<file path="src/rtl/interpolator.sv">
// Linear interpolation engine: U(T) = U(T0) + (U(T1)-U(T0))*(T-T0)/(T1-T0) per element, via 2 read ports + 1 write port.
// Latency 4+35*m (interior) / 4+3*m (clamped) cycles; Enable low aborts. Optional macro INTERP_ROUND_EN rounds instead of truncating.
module interpolator #(
  parameter int ADDRESS_WIDTH = 13,
  parameter int DATA_WIDTH    = 64,
  parameter int M_ADD         = 1,
  parameter int T_ADD         = 2,
  parameter int T0_ADD        = 3,
  parameter int T1_ADD        = 5,
  parameter int U0_ADD        = 5457,
  parameter int U1_ADD        = 5507,
  parameter int U_ADD         = 5257
) (
  input  logic                     CLK,
  input  logic                     RST,
  input  logic                     Interpolate_Enable,
  output logic                     Interpolate_DONE,
  output logic [ADDRESS_WIDTH-1:0] RAM_ADD_RD1,
  output logic [ADDRESS_WIDTH-1:0] RAM_ADD_RD2,
  input  logic [DATA_WIDTH-1:0]    RAM_DATA_RD1,
  input  logic [DATA_WIDTH-1:0]    RAM_DATA_RD2,
  output logic [ADDRESS_WIDTH-1:0] RAM_ADD_WR,
  output logic [DATA_WIDTH-1:0]    RAM_DATA_WR,
  output logic                     RAM_ENABLE_WR
);

  localparam logic [3:0] IDLE  = 4'd0;
  localparam logic [3:0] HDR1  = 4'd1;
  localparam logic [3:0] HDR2  = 4'd2;
  localparam logic [3:0] HDR3  = 4'd3;
  localparam logic [3:0] ISSUE = 4'd4;
  localparam logic [3:0] LOAD  = 4'd5;
  localparam logic [3:0] DIV   = 4'd6;
  localparam logic [3:0] WRITE = 4'd7;
  localparam logic [3:0] FIN   = 4'd8;

  logic [3:0]  state;
  logic [5:0]  m_q;
  logic [5:0]  idx;
  logic [15:0] t_q, t0_q, t1_q;
  logic [15:0] u0_q;
  logic        neg_q;
  logic [15:0] div_q;
  logic [15:0] rem_q;
  logic [31:0] quo_q;
  logic [4:0]  cnt_q;

  logic [15:0]        u0_in, u1_in, span, dt;
  logic signed [16:0] diff;
  logic signed [32:0] prod, prod_neg;
  logic [31:0]        prod_mag, dividend;
  logic               low_case, high_case;
  logic [16:0]        rem_sh, rem_sub;
  logic               ge;
  logic [15:0]        rem_nx;
  logic [31:0]        quo_nx;
  logic [15:0]        res_div;
  logic [5:0]         idx_nx;
  logic [15:0]        m_raw;
  logic               unused_hi;

  assign unused_hi = ^{RAM_DATA_RD1[DATA_WIDTH-1:16], RAM_DATA_RD2[DATA_WIDTH-1:16]};

  always_comb begin
    u0_in     = RAM_DATA_RD1[15:0];
    u1_in     = RAM_DATA_RD2[15:0];
    m_raw     = RAM_DATA_RD1[15:0];
    span      = t1_q - t0_q;
    dt        = t_q - t0_q;
    diff      = $signed({1'b0, u1_in}) - $signed({1'b0, u0_in});
    prod      = $signed({{16{diff[16]}}, diff}) * $signed({17'b0, dt});
    prod_neg  = -prod;
    prod_mag  = prod[32] ? prod_neg[31:0] : prod[31:0];
`ifdef INTERP_ROUND_EN
    dividend  = prod_mag + {17'b0, span[15:1]};
`else
    dividend  = prod_mag;
`endif
    low_case  = (t_q <= t0_q) || (t1_q <= t0_q);
    high_case = (t_q >= t1_q);
    // One restoring step: the dividend shifts out of quo_q as quotient bits shift in.
    rem_sh    = {rem_q, quo_q[31]};
    ge        = (rem_sh >= {1'b0, div_q});
    rem_sub   = rem_sh - {1'b0, div_q};
    rem_nx    = ge ? rem_sub[15:0] : rem_sh[15:0];
    quo_nx    = {quo_q[30:0], ge};
    res_div   = neg_q ? (u0_q - quo_nx[15:0]) : (u0_q + quo_nx[15:0]);
    idx_nx    = idx + 6'd1;
  end

  always_ff @(posedge CLK or posedge RST) begin
    if (RST) begin
      state            <= IDLE;
      Interpolate_DONE <= 1'b0;
      RAM_ADD_RD1      <= '0;
      RAM_ADD_RD2      <= '0;
      RAM_ADD_WR       <= '0;
      RAM_DATA_WR      <= '0;
      RAM_ENABLE_WR    <= 1'b0;
      m_q              <= '0;
      idx              <= '0;
      t_q              <= '0;
      t0_q             <= '0;
      t1_q             <= '0;
      u0_q             <= '0;
      neg_q            <= 1'b0;
      div_q            <= '0;
      rem_q            <= '0;
      quo_q            <= '0;
      cnt_q            <= '0;
    end else begin
      RAM_ENABLE_WR <= 1'b0;
      if (state != IDLE && !Interpolate_Enable) begin
        state            <= IDLE;
        Interpolate_DONE <= 1'b0;
      end else begin
        case (state)
          IDLE: if (Interpolate_Enable) begin
            RAM_ADD_RD1 <= ADDRESS_WIDTH'(M_ADD);
            RAM_ADD_RD2 <= ADDRESS_WIDTH'(T_ADD);
            state       <= HDR1;
          end
          HDR1: begin
            RAM_ADD_RD1 <= ADDRESS_WIDTH'(T0_ADD);
            RAM_ADD_RD2 <= ADDRESS_WIDTH'(T1_ADD);
            state       <= HDR2;
          end
          HDR2: begin
            m_q   <= (m_raw > 16'd50) ? 6'd50 : m_raw[5:0];
            t_q   <= RAM_DATA_RD2[15:0];
            state <= HDR3;
          end
          HDR3: begin
            t0_q <= RAM_DATA_RD1[15:0];
            t1_q <= RAM_DATA_RD2[15:0];
            idx  <= '0;
            if (m_q == 6'd0) begin
              state <= FIN;
            end else begin
              RAM_ADD_RD1 <= ADDRESS_WIDTH'(U0_ADD);
              RAM_ADD_RD2 <= ADDRESS_WIDTH'(U1_ADD);
              state       <= ISSUE;
            end
          end
          ISSUE: state <= LOAD;
          LOAD: begin
            u0_q <= u0_in;
            if (low_case || high_case) begin
              RAM_ADD_WR    <= ADDRESS_WIDTH'(U_ADD) + ADDRESS_WIDTH'(idx);
              RAM_DATA_WR   <= DATA_WIDTH'(low_case ? u0_in : u1_in);
              RAM_ENABLE_WR <= 1'b1;
              state         <= WRITE;
            end else begin
              neg_q <= prod[32];
              div_q <= span;
              rem_q <= '0;
              quo_q <= dividend;
              cnt_q <= 5'd31;
              state <= DIV;
            end
          end
          DIV: begin
            rem_q <= rem_nx;
            quo_q <= quo_nx;
            cnt_q <= cnt_q - 5'd1;
            if (cnt_q == 5'd0) begin
              RAM_ADD_WR    <= ADDRESS_WIDTH'(U_ADD) + ADDRESS_WIDTH'(idx);
              RAM_DATA_WR   <= DATA_WIDTH'(res_div);
              RAM_ENABLE_WR <= 1'b1;
              state         <= WRITE;
            end
          end
          WRITE: begin
            idx <= idx_nx;
            if (idx_nx == m_q) begin
              state <= FIN;
            end else begin
              RAM_ADD_RD1 <= ADDRESS_WIDTH'(U0_ADD) + ADDRESS_WIDTH'(idx_nx);
              RAM_ADD_RD2 <= ADDRESS_WIDTH'(U1_ADD) + ADDRESS_WIDTH'(idx_nx);
              state       <= ISSUE;
            end
          end
          FIN: Interpolate_DONE <= 1'b1;
          default: state <= IDLE;
        endcase
      end
    end
  end

endmodule

</file>
<file path="config.mk">
export PLATFORM = sky130hd
export DESIGN_NAME = interpolator
export DESIGN_NICKNAME = d
export VERILOG_FILES = /design/src/rtl/interpolator.sv
export SDC_FILE = /design/constraint.sdc
export NUM_CORES = 2
export LEC_CHECK = 0
export CORE_AREA = 2 2 216 218
export DETAILED_ROUTE_END_ITERATION = 8
export DIE_AREA = 0 0 218 220
export HOLD_SLACK_MARGIN = 0.02
export PLACE_DENSITY_LB_ADDON = 0.08
export SYNTH_ARGS = -nofsm -noshare
export SYNTH_HDL_FRONTEND = slang
export SYNTH_SLANG_ARGS = --single-unit
export TNS_END_PERCENT = 5
</file>
<file path="constraint.sdc">
create_clock -name CLK -period 8.1 [get_ports CLK]
set_input_delay 1.62 -clock CLK [delete_from_list [all_inputs] [get_ports CLK]]
set_output_delay 1.62 -clock CLK [all_outputs]
set_load 0.01 [all_outputs]
</file>
[Word-level counts from Yosys, hierarchy flattened]
Cells that the tools add are included.
Storage, ports and cells
  flip-flop bits (word level): 255
  latch bits: 0
  RAM bits: 0
  bits in read-only memories: 0
  bits of input ports: 131
  output and inout bits: 105
  word-level logic and storage cells: 116
  memories: 0
Cells by class
  add/subtract/negate cells: 12
  multiply operators: 1
  div/mod/pow operators: 0
  $lt $le $gt $ge: 5
  equal/unequal tests: 18
  shifts and indexed selects: 0
  mux-type cells: 39
  bitwise gates (word level): 2
  reduce and logical (&&, ||, !) cells: 21
Operators with widths (count)
  $mux W64: 2
  $pmux W64 S2: 1
  $mux W13: 8
  $pmux W13 S4: 2
  $mux W16: 4
  $mux W32: 2
  $pmux W32 S2: 1
  $sub A16 B16 Y16: 4
  $add A13 B6 Y13 const A: 3
  $pmux W4 S9: 1
  $mul A17 B17 Y33: 1
  $le A16 B16 Y1: 2
  $neg A32 Y32: 1
  $pmux W16 S2: 1
  $pmux W13 S2: 1
  $mux W4: 5
  $ge A17 B16 Y1: 1
  $sub A16 B16 Y17: 1
  $add A16 B16 Y16: 1
  $eq A4 B3 Y1 const B: 4
  $ge A16 B16 Y1: 1
  $gt A16 B6 Y1 const B: 1
  $ne A2 B2 Y1 const B: 7
  $pmux W6 S2: 1
  25 further kinds: 42

[Depth between registers and ports, before layout]
  depth after elaboration: 6
  depth in mapped cells: 37

[Least setup slack after synthesis]
Ideal clock, no wire load.
  path type: input-to-reg
  start point: in RAM_DATA_RD2[0]
  end point: reg quo_q[8]
  setup time: 0.087 ns
  data arrival time: 10.257 ns
  required time: 8.013 ns
  setup slack: -2.244 ns
  cell stages on the path: 36
  path through: inv_1 -> ha_1 -> fa_1 -> nor2b_1 -> o21ai_0 -> a21boi_1 -> o21ai_1 -> a211oi_1 -> nor3_1 -> o41ai_2 -> nand3_1 -> nand2_1 -> nor2_1 -> fa_1 -> inv_1 -> fa_1 -> inv_1 -> fa_1 -> fa_1 -> fa_1 -> inv_1 -> fa_1 -> inv_1 -> ha_1 -> clkbuf_1 -> a21o_1 -> a21o_1 -> a21oi_1 -> nor2_1 -> a211o_1 -> o41ai_2 -> xnor2_1 -> clkbuf_1 -> o31ai_1 -> xor2_1 -> o211ai_1
On the way
  longest elaborated chain between the ends: 6
RTL lines
  start: declaration: RTL line 21  | input logic [DATA_WIDTH-1:0] RAM_DATA_RD2,
  $sub A16 B16 Y17 (*): RTL line 70  | diff = $signed({1'b0, u1_in}) - $signed({1'b0, u0_in});
  $mul A17 B17 Y33 (*): RTL line 71  | prod = $signed({{16{diff[16]}}, diff}) * $signed({17'b0, dt});
  $neg A32 Y32: RTL line 72  | prod_neg = -prod;
  $mux W32 (*): RTL line 73  | prod_mag = prod[32] ? prod_neg[31:0] : prod[31:0];
  $mux W32 (*): RTL line 148  | if (low_case || high_case) begin
  $pmux W32 S2 (*): RTL line 117  | case (state)
  end signal: assignment: RTL line 157  | quo_q <= dividend;
  end signal: assignment: RTL line 164  | quo_q <= quo_nx;
  end: declaration: RTL line 45  | logic [31:0] quo_q;
Every way passes the cells marked *; elsewhere a longest branch is shown, timed or not. The select of a mux whose other input is x is not followed.
A chain may end at the register's enable or synchronous reset.

[Final worst setup path]
  start point: in RAM_DATA_RD2[0]
  end point: reg quo_q[28]
The elaborated chain is that of the path after synthesis.

==> results <==
- The number of antenna-violating nets in the routed design is 0.
- The final core area utilization is 66.86%.
- Sequential elements use a little under 20% of the synthesized area.
- The post-route netlist has approximately a fifth of its cells at a drive strength greater than 1.
- The max capacitance violation total is 0.
- For this run, the total global-route usage over all layers was measured as around a third.
- The number of fillers in the final layout is ~3900.
- Headroom to the max-slew limit came out at 34.79%.
- The total of warnings raised by yosys is 0.
- Dividing the detail-routed wire length by the instance count gives ~19 um.
- At the pin with the least slew margin, the transition time is roughly 0.97 ns.
- Static timing analysis puts the maximum clock frequency at ~100 MHz.
- The largest clock skew in the final design is 0.01513 ns.
- The antenna diode count is 0.
- In this run the most critical hold path is launched from RAM_ADD_RD1[4]$_DFFE_PP0P_.
- The count of TritonRoute iterations in the first routing pass is 5.
- The standard cell core area is approximately 46000 um^2.
- The growth of design area from synthesis to finish is 25.44%.
- The number of antenna violations at the first check in global routing is 0.
- The TritonCTS clock tree is yes.
- The synthesized area per cell is between 8 and 9 um^2.
- Setup repair after global routing could not meet its margin everywhere.
- The fraction of synthesis flops using an asynchronous set or reset pin is 100.0%.
- After synthesis, the cell types taking the most area are fa_1, dfrtp_1, ha_1, inv_1, nand2_1.
- The count of input and output buffers is 84.
- The worst reg2reg path startpoint is t0_q[1]$_DFFE_PP0P_.
- The setup slack of the most critical reg-to-reg path is -0.93 ns.
- The arrival time of data at the critical path endpoint is between 9 and 10 ns.
- The net count of the finished layout is 3929.
- The vertical extent of the die is 220 um.
- Summing over every cut layer, the via total after detailed routing is roughly 22000.
- The detailed-route wire length is roughly 73000 um.
- The width of the die is ~220 um.
- The final cell area excluding filler cells is ~30000 um^2.
- Broken down by cell family, the worst path's largest delay share belongs to adder cells.
- The area fraction of the dominant cell type after synthesis is 22.85%.
- The die area is between 40000 and 50000 um^2.
- After floorplanning, the core was divided into 79 placement rows.
- The number of instances in the synthesized netlist is 2866.
- The tree is rooted in a clkbuf_16.
- The final period utilization is 117.9%.
- The flow ran to the end, but the final reports show violations.
- The final RePlAce weighted congestion is 0.9313.
- The total overflow reported by the global router is 0.
- The number of clock buffers added by TritonCTS is 17.
- 236 I/O pins were placed.
- The hold violation total from the final report was 0.
- For this run, the slowest stage of the critical path takes 0.56 ns.
- The worst setup path is launched from an input pin.
- Of all cell types, the one taking the most synthesized area is fa_1.
- The endpoint of the worst register-to-register path is quo_q[29]$_DFFE_PP0P_.
- The buffer levels on the longest clock path is 2.
- The detailed-placement wirelength estimate is approximately 60000 um.
- For this run, design rule violations remaining after detail routing come to 0.
- Setup violations remaining at the end of the flow were counted as 32.
- The number of sinks on the clock net is between 150 and 200.
- The first global-routing pass estimated around 120000 um of wire.
- Dividing the detail-routed via count by the number of cells gives roughly 5.5.
- The clock transition at the registers of the reported paths is around 0.080 ns.
- The tightest min-delay check is of the flop to flop type.
- The H-tree was split into 4 levels.
- The worst hold path terminates at RAM_ADD_RD1[4]$_DFFE_PP0P_.
- The number of cells on the worst hold path is 1.
- The max-slew violation total from the final report is 0.
- The final period demand of the worst path is 9.554 ns.
- The count of distinct cell types in the synthesized netlist is a little under 80.
- For the worst flop-to-flop path, the logic depth is 34.
- The synthesized design contains 0 enable-type register cells.
- Counting both buffers and inverters, the worst setup path holds a total of 12.
- Counting flops and latches in the post-synthesis netlist gives roughly 190.
- The highest-delay cell along the critical path is fa_2.
- The number of global-route vias before repair is ~22000.
- Data on the critical path is required at its endpoint by about 8.5 ns.
- The largest net degree at the start of global routing is roughly 120.
- The maximum fanout along the worst path is 6.
- The checks that failed: negative setup slack.
- After the first detailed-routing iteration, the DRC count stood at ~1600.
- The kind of end point of the critical path is a flop.
- The kind of critical path is input pin to flop.
- In this run the cell area measured after placement is 28880 um^2.
- The synthesized area is between 20000 and 25000 um^2.
- For this configuration, the core starts out at a cell density of between 50 and 60%.
- At the later pin of the worst-skew pair, clock insertion delay measures 0.47 ns.
- For this run, the leading register cell type out of synthesis is dfrtp_1.
- The post-layout worst setup margin is -1.454 ns.
-- per-layer routing --
| metal | GRT usage [%] | routed length [um] | share of wire, % |
|---|---|---|---|
| met5 | 0 | 0 | 0 |
| met1 | 38.38 | 29170 | 40 |
| met2 | 55.43 | 36250 | 49 |
| met3 | 3.492 | 3043 | 4.2 |
| met4 | 18.53 | 4838 | 6.6 |
-- flip-flops by register name (all words and copies together), names as in the netlist --
signal and count:
quo_q 32, RAM_DATA_WR 16, div_q 16, rem_q 16, t0_q 16, t1_q 16, t_q 16, u0_q 16
RAM_ADD_RD1 9, RAM_ADD_WR 8, RAM_ADD_RD2 7, idx 6, m_q 6, cnt_q 5, state 4, Interpolate_DONE 1
RAM_ENABLE_WR 1, neg_q 1
-- logic make-up (layout without fill, tap and decap cells) --
family	count (synthesis)	count (layout)	synth area share, %
AND/OR/NAND/NOR	869	869	15.91
buffers and inverters	618	1042	10.48
AO/OA/AOI/OAI	496	496	12.96
adder cells (fa/ha/maj)	465	465	32.37
flip-flops	192	192	19.65
XOR/XNOR	169	169	6.142
multiplexers	56	56	2.472
other	1	55	0.01534
-- how the worst max path moves through the flow --
stage                                from               endpoint  slack (ns)  cells past startpoint
after CTS                 RAM_DATA_RD2[0]  quo_q[30]$_DFFE_PP0P_       -1.60                     39
after global routing      RAM_DATA_RD2[0]  quo_q[31]$_DFFE_PP0P_       -1.81                     39
after global placement    RAM_DATA_RD2[0]  quo_q[14]$_DFFE_PP0P_       -2.83                     35
after detailed placement  RAM_DATA_RD2[0]  quo_q[15]$_DFFE_PP0P_       -2.97                     35
after floorplan           RAM_DATA_RD2[0]   quo_q[7]$_DFFE_PP0P_       -1.81                     36
final                     RAM_DATA_RD2[0]  quo_q[28]$_DFFE_PP0P_       -1.45                     39
-- what timing repair did --
item | CTS | global route
cloned | 2 | 0
setup buffers | 24 | 26
setup endpoints to repair | 32 | 32
hold buffers | 0 | 0
pin swaps | 82 | 100
resized for setup | 97 | 87
-- stage by stage --
stage,setup TNS (ns),hold slack (ns),setup slack [ns],instances
CTS,-48.79,0.4812,-1.604,3930
detailed placement,-90.16,0.4654,-2.969,3874
finish,-43.37,0.4781,-1.454,3951
floorplan,-54.09,0.4485,-1.808,2920
global route,-54.31,0.5046,-1.810,3951
global placement,-85.85,0.4613,-2.829,3874
-- layout make-up --
| cell class | instances | area, um^2 | share of cell area [%] |
|---|---|---|---|
| Multi-Input combinational cell | 2110 | 18090 | 58.98 |
| Sequential cell | 192 | 4805 | 15.67 |
| Timing Repair Buffer | 555 | 4642 | 15.14 |
| Inverter | 457 | 1739 | 5.671 |
| Tap cell | 607 | 759.5 | 2.477 |
| Clock buffer | 19 | 452.9 | 1.477 |
| Clock inverter | 11 | 180.2 | 0.5875 |
-- Yosys cell counts, drive strengths merged, types with 23 or more instances --
cell type / count
inv: 457
nand2: 328
nor2: 284
fa: 279
dfrtp: 192
ha: 186
a21oi: 139
o21ai: 121
xnor2: 94
clkbuf: 91
xor2: 74
buf: 70
nand2b: 52
a21o: 42
nor3: 39
nand3: 37
mux2: 35
o31ai: 28
nor2b: 26
o22ai: 23
-- placed cells by master, fill, tap and decap left out, types with 20 or more instances in the layout --
cell	instances
nand3_1	36
mux2i_1	21
o22ai_1	23
xnor2_1	87
conb_1	55
fa_1	268
buf_4	435
nand2_1	321
nand2b_1	52
buf_6	22
dfrtp_1	192
o31ai_1	27
xor2_1	71
nor3_1	33
nand4_1	20
ha_1	167
a21o_1	41
nor2_1	277
clkdlybuf4s50_1	72
o21ai_0	95
o21ai_1	21
nor2b_1	25
mux2_2	35
a21oi_1	128
inv_1	441
-- worst reg2reg max path, delay by kind of cell (launching register included) --
kind	cells	cell delay, ns
XOR/XNOR	2	0.55
AO/OA/AOI/OAI	10	2.29
flip-flops	1	0.36
AND/OR/NAND/NOR	7	1.13
buffers and inverters	7	0.91
adder cells (fa/ha/maj)	8	3.71
Power is not shown: default switching activity piles up to over one toggle a cycle in this logic, so the estimate is an artifact.
